<file path="src/rtl/id_stage_pipe.sv">
// id_stage_pipe: 16-bit core decode stage with a registered ID/EX pipeline register.
// Decodes the opcode, selects register-file read addresses, sign-extends the
// immediate, resolves branches and hands decoded fields to EX over valid/ready.
// Optional feature macro: ID_PERF_CNT_EN (adds the 16-bit stall_cnt output).
module id_stage_pipe #(
    parameter int unsigned WORD_LEN     = 16,
    parameter int unsigned REG_ADDR_LEN = 4,
    parameter int unsigned IMM_LEN      = 8,
    parameter int unsigned EXE_CMD_LEN  = 4
) (
    input  logic                    clk,
    input  logic                    rst,
    input  logic                    in_valid,
    output logic                    in_ready,
    input  logic [15:0]             instruction,
    input  logic [WORD_LEN-1:0]     pc_in,
    input  logic [WORD_LEN-1:0]     reg1,
    input  logic [WORD_LEN-1:0]     reg2,
    input  logic                    hazard_detected,
    input  logic                    flush,
    output logic [REG_ADDR_LEN-1:0] src1,
    output logic [REG_ADDR_LEN-1:0] src2_rf,
    output logic                    br_taken,
    output logic [WORD_LEN-1:0]     br_target,
    output logic                    out_valid,
    input  logic                    out_ready,
    output logic [EXE_CMD_LEN-1:0]  ex_cmd,
    output logic                    wb_en,
    output logic                    mem_r_en,
    output logic                    mem_w_en,
    output logic                    is_imm,
    output logic [REG_ADDR_LEN-1:0] dest,
    output logic [REG_ADDR_LEN-1:0] fw_src1,
    output logic [REG_ADDR_LEN-1:0] fw_src2,
    output logic [WORD_LEN-1:0]     val1,
    output logic [WORD_LEN-1:0]     val2,
    output logic [WORD_LEN-1:0]     st_data,
`ifdef ID_PERF_CNT_EN
    output logic [15:0]             stall_cnt,
`endif
    output logic                    illegal
);

    localparam logic [3:0] OP_NOP  = 4'h0;
    localparam logic [3:0] OP_ADD  = 4'h1;
    localparam logic [3:0] OP_SUB  = 4'h2;
    localparam logic [3:0] OP_AND  = 4'h3;
    localparam logic [3:0] OP_OR   = 4'h4;
    localparam logic [3:0] OP_ADDI = 4'h5;
    localparam logic [3:0] OP_LD   = 4'h6;
    localparam logic [3:0] OP_ST   = 4'h7;
    localparam logic [3:0] OP_BEZ  = 4'h8;
    localparam logic [3:0] OP_BNE  = 4'h9;
    localparam logic [3:0] OP_JMP  = 4'hA;

    typedef struct packed {
        logic                    valid;
        logic [EXE_CMD_LEN-1:0]  ex_cmd;
        logic                    wb_en;
        logic                    mem_r_en;
        logic                    mem_w_en;
        logic                    is_imm;
        logic                    illegal;
        logic [REG_ADDR_LEN-1:0] dest;
        logic [REG_ADDR_LEN-1:0] fw_src1;
        logic [REG_ADDR_LEN-1:0] fw_src2;
        logic [WORD_LEN-1:0]     val1;
        logic [WORD_LEN-1:0]     val2;
        logic [WORD_LEN-1:0]     st_data;
    } idex_t;

    idex_t idex_q, idex_d;

    logic [3:0]             opcode;
    logic [WORD_LEN-1:0]    imm_ext;
    logic                   accept;
    logic [EXE_CMD_LEN-1:0] dec_ex;
    logic                   dec_wb;
    logic                   dec_mr;
    logic                   dec_mw;
    logic                   dec_imm;
    logic                   dec_ill;
    logic                   dec_br_cond;
    logic                   dec_src2_rd;

    assign opcode  = instruction[15:12];
    assign imm_ext = WORD_LEN'($signed(instruction[IMM_LEN-1:0]));

    // Opcode decode into control bits and branch condition.
    always_comb begin
        dec_ex      = '0;
        dec_wb      = 1'b0;
        dec_mr      = 1'b0;
        dec_mw      = 1'b0;
        dec_imm     = 1'b0;
        dec_ill     = 1'b0;
        dec_br_cond = 1'b0;
        dec_src2_rd = 1'b0;
        case (opcode)
            OP_NOP: begin
            end
            OP_ADD: dec_wb = 1'b1;
            OP_SUB: begin
                dec_ex = EXE_CMD_LEN'(1);
                dec_wb = 1'b1;
            end
            OP_AND: begin
                dec_ex = EXE_CMD_LEN'(2);
                dec_wb = 1'b1;
            end
            OP_OR: begin
                dec_ex = EXE_CMD_LEN'(3);
                dec_wb = 1'b1;
            end
            OP_ADDI: begin
                dec_wb  = 1'b1;
                dec_imm = 1'b1;
            end
            OP_LD: begin
                dec_wb  = 1'b1;
                dec_mr  = 1'b1;
                dec_imm = 1'b1;
            end
            OP_ST: begin
                dec_mw      = 1'b1;
                dec_imm     = 1'b1;
                dec_src2_rd = 1'b1;
            end
            OP_BEZ: dec_br_cond = (reg1 == '0);
            OP_BNE: begin
                dec_br_cond = (reg1 != reg2);
                dec_src2_rd = 1'b1;
            end
            OP_JMP: dec_br_cond = 1'b1;
            default: dec_ill = 1'b1;
        endcase
    end

    // Register-file addresses, handshake and branch resolution.
    assign src1      = REG_ADDR_LEN'(instruction[11:8]);
    assign src2_rf   = dec_src2_rd ? REG_ADDR_LEN'(instruction[11:8])
                                   : REG_ADDR_LEN'(instruction[7:4]);
    assign in_ready  = !hazard_detected && !flush && (!idex_q.valid || out_ready);
    assign accept    = in_valid && in_ready;
    assign br_taken  = accept && dec_br_cond;
    assign br_target = pc_in + imm_ext;

    // ID/EX next state: flush, then load, then bubble on drain, else hold.
    always_comb begin
        idex_d = idex_q;
        if (flush) begin
            idex_d.valid = 1'b0;
        end else if (accept) begin
            idex_d.valid    = 1'b1;
            idex_d.ex_cmd   = dec_ex;
            idex_d.wb_en    = dec_wb;
            idex_d.mem_r_en = dec_mr;
            idex_d.mem_w_en = dec_mw;
            idex_d.is_imm   = dec_imm;
            idex_d.illegal  = dec_ill;
            idex_d.dest     = src1;
            idex_d.fw_src1  = src1;
            idex_d.fw_src2  = dec_imm ? '0 : src2_rf;
            idex_d.val1     = reg1;
            idex_d.val2     = dec_imm ? imm_ext : reg2;
            idex_d.st_data  = dec_mw ? reg2 : '0;
        end else if (out_ready) begin
            idex_d.valid = 1'b0;
        end
    end

    // ID/EX pipeline register.
    always_ff @(posedge clk or negedge rst) begin
        if (!rst) begin
            idex_q <= '0;
        end else begin
            idex_q <= idex_d;
        end
    end

    assign out_valid = idex_q.valid;
    assign ex_cmd    = idex_q.ex_cmd;
    assign wb_en     = idex_q.wb_en;
    assign mem_r_en  = idex_q.mem_r_en;
    assign mem_w_en  = idex_q.mem_w_en;
    assign is_imm    = idex_q.is_imm;
    assign illegal   = idex_q.illegal;
    assign dest      = idex_q.dest;
    assign fw_src1   = idex_q.fw_src1;
    assign fw_src2   = idex_q.fw_src2;
    assign val1      = idex_q.val1;
    assign val2      = idex_q.val2;
    assign st_data   = idex_q.st_data;

`ifdef ID_PERF_CNT_EN
    localparam logic [15:0] CNT_MAX = 16'hFFFF;

    logic [15:0] stall_cnt_q, stall_cnt_d;

    // Saturating count of cycles where a valid instruction is held off.
    always_comb begin
        stall_cnt_d = stall_cnt_q;
        if (flush) begin
            stall_cnt_d = '0;
        end else if (in_valid && !in_ready && (stall_cnt_q != CNT_MAX)) begin
            stall_cnt_d = stall_cnt_q + 16'd1;
        end
    end

    // Stall counter register.
    always_ff @(posedge clk or negedge rst) begin
        if (!rst) begin
            stall_cnt_q <= '0;
        end else begin
            stall_cnt_q <= stall_cnt_d;
        end
    end

    assign stall_cnt = stall_cnt_q;
`endif

endmodule

</file>
<file path="config.mk">
export PLATFORM = sky130hd
export DESIGN_NAME = id_stage_pipe
export DESIGN_NICKNAME = d
export VERILOG_FILES = /design/src/rtl/id_stage_pipe.sv
export SDC_FILE = /design/constraint.sdc
export NUM_CORES = 1
export LEC_CHECK = 0
export ABC_AREA = 1
export BUFFER_PORTS_ARGS = -buffer_cell sky130_fd_sc_hd__buf_2
export CORE_MARGIN = 8
export CORE_UTILIZATION = 40
export DETAILED_ROUTE_END_ITERATION = 12
export PLACE_DENSITY = 0.71
export SLEW_MARGIN = 0
export SYNTH_ARGS = -nofsm -noshare
export SYNTH_HDL_FRONTEND = slang
export SYNTH_SLANG_ARGS = --single-unit
export TNS_END_PERCENT = 20
</file>
<file path="constraint.sdc">
create_clock -name clk -period 1.3 [get_ports clk]
set_input_delay 0.065 -clock clk [delete_from_list [all_inputs] [get_ports clk]]
set_output_delay 0.065 -clock clk [all_outputs]
set_load 0.005 [all_outputs]
</file>
After elaboration in Yosys (flattened, before gate mapping). Cells that the tools add are included.

Bits in registers: 66. Bits of input ports: 70. Output and inout port bits: 96. Logic and storage cells: 56.

$add $sub $neg: 1. Eq/ne operators: 11. Mux-type cells: 15. Bitwise logic cells: 1. Reduce and logical (&&, ||, !) cells: 16.

Operator list (count): $mux 16 (2); $add 16x16->16 (1); $eq 4x3->1 const B (4); $logic_not 16->1 (1); $ne 16x16->1 (1); $eq 4x4->1 const B (3); $reduce_or 11->1 (1); $mux 1 (9); $eq 4x2->1 const B (2); $mux 4 (2); $pmux 2 s3 (1); $reduce_or 6->1 (1); $eq 4x1->1 const B (1); $logic_and 1x1->1 (4); $logic_not 4->1 (1); $logic_not 1->1 (3); $pmux 1 s3 (1); $reduce_bool 3->1 (1); $reduce_or 3->1 (1); $reduce_and 2->1 (1); $reduce_or 2->1 (1); $logic_or 1x1->1 (1); $not 1->1 (1).

Longest topological paths before layout.
Word-level depth: 6. Gate-level depth with buffers: 10. Gate-level depth less buffers: 10.

Worst setup path after synthesis. OpenSTA, ideal clock, no wires.

Kind: input port to output port. Start point: in instruction[0]. End point: out br_target[10]. Arrival time: 1.281 ns. Required time: 1.235 ns. Slack: -0.046 ns. Cell stages on the path: 8. Cell sequence: ha_1 fa_1 nand3_1 nand2_1 nand2_1 nand2_1 a21oi_1 xnor2_1.

Cells in the longest elaborated chain, start to end: 1.

Ends and longest elaborated chain: from (decl) (RTL line 15) `input logic [15:0] instruction,`; $add 16x16->16 (RTL line 146) `assign br_target = pc_in + imm_ext;`; to (decl) (RTL line 24) `output logic [WORD_LEN-1:0] br_target,`.

No other way between the ends.

Worst setup path in the final report.
Start point: reg idex_q (netlist bit out_valid). End point: out br_taken.

Cells in the longest elaborated chain, start to end: 5.

Ends and longest elaborated chain: from (decl) (RTL line 72) `idex_t idex_q, idex_d;`; from (signal assigned) (RTL line 177) `idex_q <= idex_d;`; $logic_not 1->1 (RTL line 143) `assign in_ready = !hazard_detected && !flush && (!idex_q.valid || out_ready);`; $logic_or 1x1->1 (RTL line 143); $logic_and 1x1->1 (RTL line 143); $logic_and 1x1->1 (RTL line 144) `assign accept = in_valid && in_ready;`; $logic_and 1x1->1 (RTL line 145) `assign br_taken = accept && dec_br_cond;`; to (decl) (RTL line 23) `output logic br_taken,`.

No other way between the ends.

==> metrics.cfg <==
[run_status]
status = complete, but fails checks
failed_checks = setup timing

[placement]
hpwlAfterDp_um = 10600
pre_cts_slack_ns = -0.355
place_area_mm2 = 0.00517
place_congestion = 0.914
io_buffers = 163

[floorplanning]
rows = 36
die_w_um = 116
coreArea_mm2 = 0.00973
io-pin-count = 166
start_util = 0.410
die-area_mm2 = 0.0134
dieHeight_um = 116

[worst_setup_path]
crit_required_ns = 1.24
path_class = flip-flop to output port
crit_path_end_kind = output port
cp_slowest_cell = dfrtp_1
path_cells = inv_2 > nor2_2 > nor3_4 > nand2_4 > clkinv_8 > nand3_2 > a21oi_2 > buf_2
startpoint = out_valid
crit_end = br_taken
r2r-start = out_valid
critical_path.max_stage_delay_ns = 0.40
timing.rr.end = mem_r_en
crit_arrival_ns = 1.50
critPathMaxFanout = 2
startpoint_type = flip-flop
reg2reg_setup_slack_ns = -0.25
reg2regPathDepth = 8

[route]
first_pass_iters = 5
totalWireLength_um = 14200
viasPerCell = 4.94
wire_per_inst_um = 16.4
dr_total_vias = 4277
drt_iter0_markers = 243
drc_errors = 0
ant_nets = 0

[sta]
slew_headroom = 0.647
hold_slack_ns = 0.0190
maxClockFrequency_mhz = 640
rsz0062_at_grt = yes
setup_ws_ns = -0.262
post-route-period-util = 1.20
period_needed_ns = 1.56
hold_viol = 0
drv_slew = 0
worstMarginPinSlew_ns = 0.529
fin_skew_ns = 0.00688
setup_viol = 74
setup_tns_ns = -12.89

[layout]
nNetsFinal = 813
syn_to_final_growth_pct = 53.1
fill_cells = 845
fin_area_mm2 = 0.00611
drive_gt1_frac = 0.466

[cts]
clk_pin_slew_ns = 0.06
cts_buffer_depth = 2
h-tree-depth = 3
cts_tree = done
cts_sinks = 64
insertion_delay_ns = 0.34
cts_buffers = 9
cts-root-buf = clkbuf_8

[job]
drv_cap = 0

[global_route]
track_usage = 0.203
grt_max_degree = 25
grt_pass1_vias = 4388
grt_overflow_total = 0
antenna_found_initial = 1
grt_pass1_wl_um = 21200

[synthesis]
yosys_warnings = 0
post-synth-top-area-cell = dfrtp_1
synthTopCellsByArea = dfrtp_1, nand2_1, inv_1, ha_1, o21ai_0
synthesis.area_mm2 = 0.00399
synth_top_area_frac = 0.401
synth_cell_type_count = 37
synth_seq_cells = 64
syn_area_per_cell_um2 = 7.75
yosysSeqAreaShare = 0.401
synth_cells = 515

[power]
design_power_total_uw = 6020
p_per_area_mw_per_mm2 = 985
cellLeakagePower_uw = 0.00331
peakVddDrop_mv = 0.532

[min_path]
hold_class = primary input to flip-flop

-- cells in the final DEF, fill, tap and decap left out, drive strengths merged, types with 3 or more instances in the layout --
cell	synthesis	final
nor3	3	3
clkbuf	2	15
nand4	5	5
dlygate4sd3	0	5
nor2	31	31
o21ai	54	54
xor2	8	8
inv	66	66
a21oi	23	23
o211ai	9	9
buf	22	217
nand3	23	23
a2bb2oi	7	7
dfrtp	64	64
ha	15	15
nand2	170	170
-- worst max-delay path, delay by kind of cell (launching register included) --
family | cells | cell delay (ns)
AO/OA/AOI/OAI | 1 | 0.12
AND/OR/NAND/NOR | 4 | 0.37
buffers and inverters | 3 | 0.25
flip-flops | 1 | 0.40
-- area by class of cell --
type / count / area, µm² / share of cell area
Inverter: 67 / 264 / 0.0432
Antenna cell: 2 / 5.00 / 0.000819
Tap cell: 133 / 166 / 0.0272
Clock buffer: 13 / 149 / 0.0244
Sequential cell: 64 / 1600 / 0.262
Multi-Input combinational cell: 361 / 2430 / 0.397
Timing Repair Buffer: 224 / 1490 / 0.244
Clock inverter: 1 / 5.00 / 0.000819
-- metrics by stage --
step | utilization | std cells
floorplan | - | 516
global placement | 0.531 | 831
detailed placement | 0.531 | 831
CTS | 0.601 | 859
global route | 0.628 | 864
finish | 0.628 | 865
-- how the worst min path moves through the flow --
stage                    startpoint          to  slack, ns  depth (start not counted)
finish                     reg1[14]    val1[14]       0.02                          3
global route               reg1[11]    val1[11]       0.03                          3
CTS                 instruction[10]  fw_src1[2]      0.002                          3
detailed placement              rst     val2[9]       0.06                          1
global placement                rst     val2[9]       0.06                          1
floorplan                       rst   ex_cmd[0]      -0.23                          0
-- power breakdown --
group | internal, µW | switching [µW] | leakage, µW
sequential | 2270 | 187 | 0.000818
clock | 722 | 705 | 0.0000794
combinational | 1050 | 1090 | 0.00242
total | 4040 | 1980 | 0.00331
-- per-layer routing --
metal / part of all wire / wire, µm / global-route usage
met1: 0.37 / 5270 / 0.211
met2: 0.53 / 7560 / 0.380
met3: 0.066 / 938 / 0.0417
met4: 0.031 / 442 / 0.0959
met5: 0 / 0 / 0
-- synth_stat cells, drive strengths merged --
cell type,count
o21a,1
ha,15
nand4,5
o211ai,9
inv,66
nand2,170
buf,22
clkbuf,2
a21oi,23
fa,1
o31ai,2
nand2b,1
a31oi,1
a2bb2oi,7
nor2,31
o21ai,54
nand3,23
conb,1
clkinv,1
xor2,8
nor3,3
a21o,2
o22ai,1
xnor2,2
dfrtp,64
-- kinds of logic after synthesis --
group	synth area share
adder cells (fa/ha/maj)	0.0520
AND/OR/NAND/NOR	0.248
flip-flops	0.401
buffers and inverters	0.110
other	0.000939
AO/OA/AOI/OAI	0.166
XOR/XNOR	0.0219
-- state kept, by name, indices dropped and copies added, names as in the netlist --
signal     count
val1          16
is_imm         1
illegal        1
out_valid      1
ex_cmd         2
mem_w_en       1
val2          16
fw_src1        4
mem_r_en       1
wb_en          1
fw_src2        4
st_data       16
-- what timing repair did --
action / in CTS / in global routing
endpoints found under the setup margin: 52 / 80
setup buffers: 10 / 2
hold endpoints to repair: 19 / 0
gates cloned: 0 / 2
pin swaps: 29 / 8
gates resized for setup: 79 / 54
hold buffers: 5 / 0
Power figures use the tool's default switching activity.
